[src/rtl/snake_vga_renderer.sv]
// snake_vga_renderer
//   Display end of the snake pixel interface. Generates 640x480@60 VGA
//   timing, issues the current pixel coordinate to the game logic, takes back
//   the entity code for that pixel a fixed number of cycles later, and maps
//   it to 12-bit RGB. Sync and blank are delayed by the same amount so that
//   the pins line up. Also produces the per-step update strobe for the game.
//
// Ports
//   vga_clk      in   pixel clock, sole clock
//   reset_p      in   synchronous active-high reset
//   game_state   in   [2:0] `STATE_* code; colours only drawn in `STATE_INGAME
//   game_over    in   selects the game-over background colour
//   pause        in   freezes the step counter (no update_tick)
//   entity_in    in   [1:0] `ENT_* code for the coordinate issued ENT_LATENCY cycles ago
//   x_out/y_out  out  [9:0] raw h/v counters, to the game logic
//   hsync/vsync  out  active-low syncs, aligned with rgb
//   rgb          out  [11:0] {R,G,B} nibbles, 0 outside active video
//   frame_tick   out  1-cycle pulse while the counters sit at (0,480)
//   update_tick  out  1-cycle pulse on every FRAMES_PER_STEP-th unpaused frame_tick

`ifndef STATE_IDLE
`define STATE_IDLE     3'd0
`endif
`ifndef STATE_INGAME
`define STATE_INGAME   3'd1
`endif
`ifndef STATE_PAUSED
`define STATE_PAUSED   3'd2
`endif
`ifndef STATE_GAMEOVER
`define STATE_GAMEOVER 3'd3
`endif
`ifndef STATE_TEST
`define STATE_TEST     3'd4
`endif

`ifndef ENT_NOTHING
`define ENT_NOTHING    2'd0
`endif
`ifndef ENT_SNAKE_HEAD
`define ENT_SNAKE_HEAD 2'd1
`endif
`ifndef ENT_SNAKE_TAIL
`define ENT_SNAKE_TAIL 2'd2
`endif
`ifndef ENT_APPLE
`define ENT_APPLE      2'd3
`endif

module snake_vga_renderer #(
  parameter int          ENT_LATENCY     = 2,
  parameter int          FRAMES_PER_STEP = 6,
  parameter logic [11:0] COL_BG          = 12'h000,
  parameter logic [11:0] COL_HEAD        = 12'h0F0,
  parameter logic [11:0] COL_TAIL        = 12'h080,
  parameter logic [11:0] COL_APPLE       = 12'hF00,
  parameter logic [11:0] COL_OVER        = 12'h400
) (
  input  logic        vga_clk,
  input  logic        reset_p,
  input  logic [2:0]  game_state,
  input  logic        game_over,
  input  logic        pause,
  input  logic [1:0]  entity_in,
  output logic [9:0]  x_out,
  output logic [9:0]  y_out,
  output logic        hsync,
  output logic        vsync,
  output logic [11:0] rgb,
  output logic        frame_tick,
  output logic        update_tick
);

  localparam logic [9:0] H_MAX    = 10'd799;
  localparam logic [9:0] V_MAX    = 10'd524;
  localparam logic [9:0] H_ACTIVE = 10'd640;
  localparam logic [9:0] V_ACTIVE = 10'd480;
  localparam logic [9:0] HS_FIRST = 10'd656;
  localparam logic [9:0] HS_LAST  = 10'd751;
  localparam logic [9:0] VS_FIRST = 10'd490;
  localparam logic [9:0] VS_LAST  = 10'd491;
  localparam logic [5:0] STEP_MAX = 6'(FRAMES_PER_STEP - 1);

  logic [9:0]             h_cnt_q, h_cnt_d;
  logic [9:0]             v_cnt_q, v_cnt_d;
  logic [5:0]             step_cnt_q, step_cnt_d;
  logic [ENT_LATENCY-1:0] active_pipe_q, active_pipe_d;
  logic [ENT_LATENCY-1:0] hs_pipe_q, hs_pipe_d;
  logic [ENT_LATENCY-1:0] vs_pipe_q, vs_pipe_d;
  logic [11:0]            rgb_q, rgb_d;
  logic                   hsync_q, hsync_d;
  logic                   vsync_q, vsync_d;
  logic                   frame_tick_q, frame_tick_d;
  logic                   update_tick_q, update_tick_d;

  logic                   active_raw, hs_raw, vs_raw;
  logic [11:0]            pixel_colour;

  always_comb begin
    h_cnt_d = h_cnt_q + 10'd1;
    v_cnt_d = v_cnt_q;
    if (h_cnt_q == H_MAX) begin
      h_cnt_d = '0;
      v_cnt_d = (v_cnt_q == V_MAX) ? '0 : v_cnt_q + 10'd1;
    end
  end

  // The tick is decided from the next counter value so that the registered
  // pulse lands exactly on the cycle where the counters read (0,480).
  always_comb begin
    frame_tick_d  = (h_cnt_d == '0) && (v_cnt_d == V_ACTIVE);
    update_tick_d = 1'b0;
    step_cnt_d    = step_cnt_q;
    if (frame_tick_d && !pause) begin
      if (step_cnt_q == STEP_MAX) begin
        step_cnt_d    = '0;
        update_tick_d = 1'b1;
      end else begin
        step_cnt_d = step_cnt_q + 6'd1;
      end
    end
  end

  always_comb begin
    active_raw = (h_cnt_q < H_ACTIVE) && (v_cnt_q < V_ACTIVE);
    hs_raw     = !((h_cnt_q >= HS_FIRST) && (h_cnt_q <= HS_LAST));
    vs_raw     = !((v_cnt_q >= VS_FIRST) && (v_cnt_q <= VS_LAST));
  end

  // Delay lines: the top bit is in step with the entity code currently
  // presented on entity_in.
  always_comb begin
    active_pipe_d = ENT_LATENCY'({active_pipe_q, active_raw});
    hs_pipe_d     = ENT_LATENCY'({hs_pipe_q, hs_raw});
    vs_pipe_d     = ENT_LATENCY'({vs_pipe_q, vs_raw});
  end

  always_comb begin
    pixel_colour = COL_BG;
    if (game_state == `STATE_INGAME) begin
      case (entity_in)
        `ENT_SNAKE_HEAD: pixel_colour = COL_HEAD;
        `ENT_SNAKE_TAIL: pixel_colour = COL_TAIL;
        `ENT_APPLE:      pixel_colour = COL_APPLE;
        default:         pixel_colour = game_over ? COL_OVER : COL_BG;
      endcase
    end
    rgb_d   = active_pipe_q[ENT_LATENCY-1] ? pixel_colour : 12'h000;
    hsync_d = hs_pipe_q[ENT_LATENCY-1];
    vsync_d = vs_pipe_q[ENT_LATENCY-1];
  end

  always_ff @(posedge vga_clk) begin
    if (reset_p) begin
      h_cnt_q       <= '0;
      v_cnt_q       <= '0;
      step_cnt_q    <= '0;
      active_pipe_q <= '0;
      hs_pipe_q     <= '1;
      vs_pipe_q     <= '1;
      rgb_q         <= '0;
      hsync_q       <= 1'b1;
      vsync_q       <= 1'b1;
      frame_tick_q  <= 1'b0;
      update_tick_q <= 1'b0;
    end else begin
      h_cnt_q       <= h_cnt_d;
      v_cnt_q       <= v_cnt_d;
      step_cnt_q    <= step_cnt_d;
      active_pipe_q <= active_pipe_d;
      hs_pipe_q     <= hs_pipe_d;
      vs_pipe_q     <= vs_pipe_d;
      rgb_q         <= rgb_d;
      hsync_q       <= hsync_d;
      vsync_q       <= vsync_d;
      frame_tick_q  <= frame_tick_d;
      update_tick_q <= update_tick_d;
    end
  end

  assign x_out       = h_cnt_q;
  assign y_out       = v_cnt_q;
  assign hsync       = hsync_q;
  assign vsync       = vsync_q;
  assign rgb         = rgb_q;
  assign frame_tick  = frame_tick_q;
  assign update_tick = update_tick_q;

endmodule

[config.mk]
export PLATFORM = sky130hd
export DESIGN_NAME = snake_vga_renderer
export DESIGN_NICKNAME = d
export VERILOG_FILES = /design/src/rtl/snake_vga_renderer.sv
export SDC_FILE = /design/constraint.sdc
export NUM_CORES = 1
export LEC_CHECK = 0
export ABC_CLOCK_PERIOD_IN_PS = 2450
export CAP_MARGIN = 20
export CORE_ASPECT_RATIO = 0.8
export CORE_UTILIZATION = 45
export DETAILED_ROUTE_END_ITERATION = 10
export GPL_ROUTABILITY_DRIVEN = 0
export PLACE_DENSITY = 0.73
export RECOVER_POWER = 100
export SLEW_MARGIN = 10
export SYNTH_ARGS = -nofsm -noshare
export SYNTH_HDL_FRONTEND = slang
export SYNTH_SLANG_ARGS = --single-unit
[constraint.sdc]
create_clock -name vga_clk -period 2.45 [get_ports vga_clk]
set_clock_uncertainty 0.05 [all_clocks]
set_input_delay 0.6125 -clock vga_clk [delete_from_list [all_inputs] [get_ports vga_clk]]
set_output_delay 0.6125 -clock vga_clk [all_outputs]
set_load 0.02 [all_outputs]
# Word-level counts from Yosys, hierarchy flattened
# Index checks and enable logic that the tools add are counted.
# op_classes
add_sub_neg,3
n_reduce_logical,11
n_shift,0
muxes,7
div_mod_pow,0
n_mul,0
eq_ne,8
n_lt_le_gt_ge,6
n_bitwise,3
# op_table
op,n
12-bit case mux with 3 select lines,1
10-bit 2-to-1 mux,3
"10-bit by 1-bit adder with 10-bit output, second input constant",2
"10-bit equality test, second input constant",2
11-bit 2-to-1 mux,1
"10-bit by 9-bit equality test with 1-bit output, second input constant",1
"10-bit >= comparator, second input constant",1
"10-bit by 9-bit >= comparator with 1-bit output, second input constant",1
"10-bit less-or-equal comparator, second input constant",1
"10-bit by 9-bit less-or-equal comparator with 1-bit output, second input constant",1
10-bit logical NOT,1
"10-bit < comparator, second input constant",1
"10-bit by 9-bit < comparator with 1-bit output, second input constant",1
"6-bit by 1-bit adder with 6-bit output, second input constant",1
"6-bit by 3-bit equality test with 1-bit output, second input constant",1
6-bit 2-to-1 mux,1
1-bit logical AND,5
"2-bit equality test, second input constant",2
"3-bit by 1-bit equality test with 1-bit output, second input constant",1
1-bit logical NOT,3
1-bit NOT,3
3-bit OR reduction,1
"2-bit by 1-bit equality test with 1-bit output, second input constant",1
2-bit OR reduction,1
1-bit 2-to-1 mux,1
# totals
output_inout_bits,36
latchBits,0
memories,0
wordCells,49
ff_bits,48
ramBits,0
input_bits,9
romBits,0

# Depth between registers and ports, before layout
# Gate-level depths: netlist of the first run.
# logic_depth
word_depth,8
ltp_mapped,9
mapped_depth_nobuf,8

# Least setup slack after synthesis of the first run
# OpenSTA, ideal clock, no wires.
# synth_timing
kind,register to register
start,"register h_cnt_q[0], in the netlist x_out[0]"
end,register step_cnt_q[4]
arrival_ns,2.355
stages_incl_launch_ff,9
setup_ns,0.123
path_slack_ns,-0.079
synth_period_minus_slack_ns,2.529
path_cell_list,dfxtp_1 ha_1 and3_1 buf_4 and3_4 o221ai_2 a211o_4 nor4_1 mux2_1
# synth_between
elab_chain_cells,5
elab_cells_between_ends,8
cone_classes,add/sub: 1; eq/ne: 2; mux: 2; reduce/logical: 3
# synth_rtl
item,line,source
from (decl),84,"logic [9:0] h_cnt_q, h_cnt_d;"
from (signal assigned),167,h_cnt_q <= h_cnt_d;
10-bit by 1-bit adder with 10-bit output / 10-bit equality test (equally long branches),"100, 102",
10-bit 2-to-1 mux,102,if (h_cnt_q == H_MAX) begin
10-bit logical NOT / 10-bit by 9-bit equality test with 1-bit output (equally long branches),111,frame_tick_d = (h_cnt_d == '0) && (v_cnt_d == V_ACTIVE);
1-bit logical AND *,111,
1-bit logical AND *,114,if (frame_tick_d && !pause) begin
to (signal assigned),169,step_cnt_q <= step_cnt_d;
to (decl),86,"logic [5:0] step_cnt_q, step_cnt_d;"
# Every way passes the cells marked *; elsewhere a longest branch is shown, timed or not.
# A chain may end at the register's enable or synchronous reset.

# Final worst setup path of the first run
# layout_timing
start,"register v_cnt_q[1], in the netlist y_out[1]"
end,register step_cnt_q[0]
# layout_between
elab_chain_cells,6
elab_cells_between_ends,7
cone_classes,add/sub: 1; eq/ne: 2; mux: 2; reduce/logical: 2
# layout_rtl
item,line,source
from (decl),85,"logic [9:0] v_cnt_q, v_cnt_d;"
from (signal assigned),168,v_cnt_q <= v_cnt_d;
10-bit by 1-bit adder with 10-bit output / 10-bit equality test (equally long branches),104,v_cnt_d = (v_cnt_q == V_MAX) ? '0 : v_cnt_q + 10'd1;
10-bit 2-to-1 mux,104,
10-bit 2-to-1 mux *,102,
10-bit by 9-bit equality test with 1-bit output *,111,
1-bit logical AND *,111,
1-bit logical AND *,114,
# Marked as above.

==> flow_summary.yaml, run 1 <==
clocking:
  clock_path_buffers: 2
  root_buffer: "clkbuf_8"
  cts_tree: "built"
  cts_sinks: 40
  cts-htree-levels: 2
  cts-buffers-inserted: 5
  clock_latency_ps: 300
  clkTransAtPathRegs_ps: 80
logic_synthesis:
  post-synth-top-count-cell: "dfxtp_1"
  synth_warnings: 0
  syn_inst: 257
  netlist_area_mm2: 0.00235
  async_flop_share_pct: 0
  synth_top_area_share_pct: 34.0
  synth_edf_count: 0
  ys_seq_elements: 40
  synth_area_leaders: "dfxtp_1 (34%), ha_1 (5.3%), buf_4 (3.8%), nor2_1 (3.8%), xnor2_1 (2.6%)"
  yosys_most_used_dff: "dfxtp_1"
  ys_seq_area_share_pct: 34.0
  synth.distinct_cells: 64
  synthTopCellsByCount: "dfxtp_1 (40), nor2_1 (24), buf_4 (12), nand3_1 (11), nor3_1 (11)"
  yosysTopAreaCell: "dfxtp_1"
  syn_avg_cell_area_um2: 9.16
place:
  placed_area_mm2: 0.00290
  place_hpwl_um: 4030
  io_buffers: 40
critical_path:
  cpPeakStageDelay_ps: 420
  cp.depth: 8
  cp_top_family: "compound AO/OA/AOI/OAI gates"
  path_class: "register to register"
  worst-r2r-cell-count: 8
  cp-end-kind: "register"
  required_ps: 2590
  worst_path_max_delay_cell: "nor4_4"
  crit_fanout: 8
  crit_chain: "inv_2 > ha_4 > nor4bb_4 > a32oi_2 > o22ai_2 > o2111ai_4 > nor4_4 > mux2_4"
  cp-start-kind: "register"
  path_buf_inv: 1
  crit_arrival_ps: 2550
timing:
  hold_violations: 0
  max_freq_mhz: 415
  period_share_pct: 98.4
  max_slew_margin_pct: 62.5
  worstMarginPinSlew_ps: 557
  final_max_slew_viol_count: 0
  min_period_ps: 2410
  hold_slack_ps: 361
  setup_viol: 0
  tns_ps: 0
cells_and_area:
  syn2layout_area_growth_pct: 35.2
  final_util_pct: 63.6
  fillCellCount: 410
  postLayoutCellArea_mm2: 0.00318
  n_antenna_cell: 0
  layout-drive-gt1-share_pct: 27.0
  multi_input_area_mm2: 0.00148
  seqCellArea_um2: 813
  fin_nets: 337
global_routing:
  antenna_found_initial: 0
  grt_max_degree: 35
  track_usage_pct: 19.6
  grt.overflow.total: 0
  grt_pass1_vias: 1815
  grt_pass1_wl_um: 8520
drt:
  vias: 2089
  vias_per_cell: 5.48
  wl_um: 5770
  wl_per_cell_um: 15.1
  drc: 0
  ant_nets: 0
  drt_first_pass_iters: 5
  drtIter0Drc: 116
run_status:
  status: "complete, no violations"
die:
  initial_core_util_pct: 47.0
  design.core.area_mm2: 0.00501
  die_y_um: 66.7
  dieArea_mm2: 0.00553
  die_x_um: 82.9
  rows: 23
  ios: 45
job:
  cap_violations: 0
hold_path:
  hp-class: "register to register"
  holdPathStages: 1
pwr:
  max-vdd-ir-drop_mv: 0.314
  power_leakage_nw: 1.20
  power_density_mw_per_mm2: 404
-- cells in the final DEF (no fill, tap or decap), drive strengths merged, types with 6 or more instances in the layout --
cell	netlist	routed
dfxtp	40	40
clkdlybuf4s50	0	39
buf	18	32
nor2	24	24
nand3	11	11
nor3	11	11
ha	10	10
inv	9	9
nor2b	8	8
nand2	8	8
and3	8	8
xnor2	7	7
clkbuf	5	7
and2	7	7
xor2	6	6
a21oi	6	6
o21ai	6	6
-- per-layer routing --
metal	up-vias	track usage (%)	part of all wire, %
met1	985	26.2	46
met3	7	4.21	6.8
li1	1025	-	-
met4	0	6.68	1.0
met5	-	0	0
met2	72	31.5	46
-- state kept, by name, summed over array words and instances, names as in the netlist --
signal / cells
active_pipe_q: 2
frame_tick: 1
hs_pipe_q: 2
hsync: 1
rgb: 4
step_cnt_q: 6
update_tick: 1
vs_pipe_q: 2
vsync: 1
x_out: 10
y_out: 10
-- repair_timing --
action	CTS	global route
buffers inserted	0	6
hold buffers	0	0
endpoints found under the setup margin	5	6
pin swaps	0	8
gates resized for setup	3	25
endpoints found under the hold margin	0	0
-- cell type report --
cell class | count | share of cell area [%]
Tap cell | 62 | 2.44
Inverter | 9 | 1.14
Clock inverter | 3 | 1.34
Sequential cell | 40 | 25.6
Multi-Input combinational cell | 188 | 46.6
Clock buffer | 5 | 2.16
Timing Repair Buffer | 74 | 20.8
-- logic make-up (layout without fill, tap and decap cells) --
group | count (synthesis) | in the layout | share of synthesized area, %
other cells | 1 | 4 | 0.159
mux | 6 | 6 | 2.82
simple gates | 117 | 117 | 31.0
buf+inv | 32 | 91 | 8.72
fa+ha+maj | 10 | 10 | 5.32
flops | 40 | 40 | 34.0
xor+xnor | 13 | 13 | 4.84
compound gates | 38 | 38 | 13.1
-- worst reg2reg max path: stages (launching register included) --
cell       delay (ps)
dfxtp_4           400
inv_2              80
ha_4              110
nor4bb_4          230
a32oi_2           180
o22ai_2           280
o2111ai_4         210
nor4_4            430
mux2_4            330
-- per-stage QoR --
step / worst slack (ps) / total power (W) / cells
global route: -34.3 / 0.00133 / 381
CTS: 2.77 / 0.00130 / 375
detailed placement: -138 / 0.000760 / 367
global placement: -75.6 / 0.000758 / 367
finish: 39.5 / 0.00128 / 381
floorplan: 22.7 / 0.000720 / 260
-- power breakdown --
| part | internal, W | switching, W | leakage, nW |
|---|---|---|---|
| clock | 0.000301 | 0.000241 | 0.0541 |
| combinational | 0.0000418 | 0.0000434 | 0.816 |
| sequential | 0.000654 | 0.00000298 | 0.327 |
-- path summary, 6_finish.rpt --
path                startpoint             to  slack [ps]
setup / recovery      y_out[1]  step_cnt_q[0]          40
setup reg to reg      y_out[1]  step_cnt_q[0]          40
hold reg to reg   hs_pipe_q[0]   hs_pipe_q[1]         360
hold / removal    hs_pipe_q[0]   hs_pipe_q[1]         360
Note: power is estimated with default switching activity, not from simulation.
==> run 2, diff against run 1 <==
Settings changed: CTS_BUF_LIST set to sky130_fd_sc_hd__clkbuf_8 sky130_fd_sc_hd__clkbuf_16.
==> results of run 2 <==
Same layout as run 1: the final DEF is identical, and so are final timing and power.
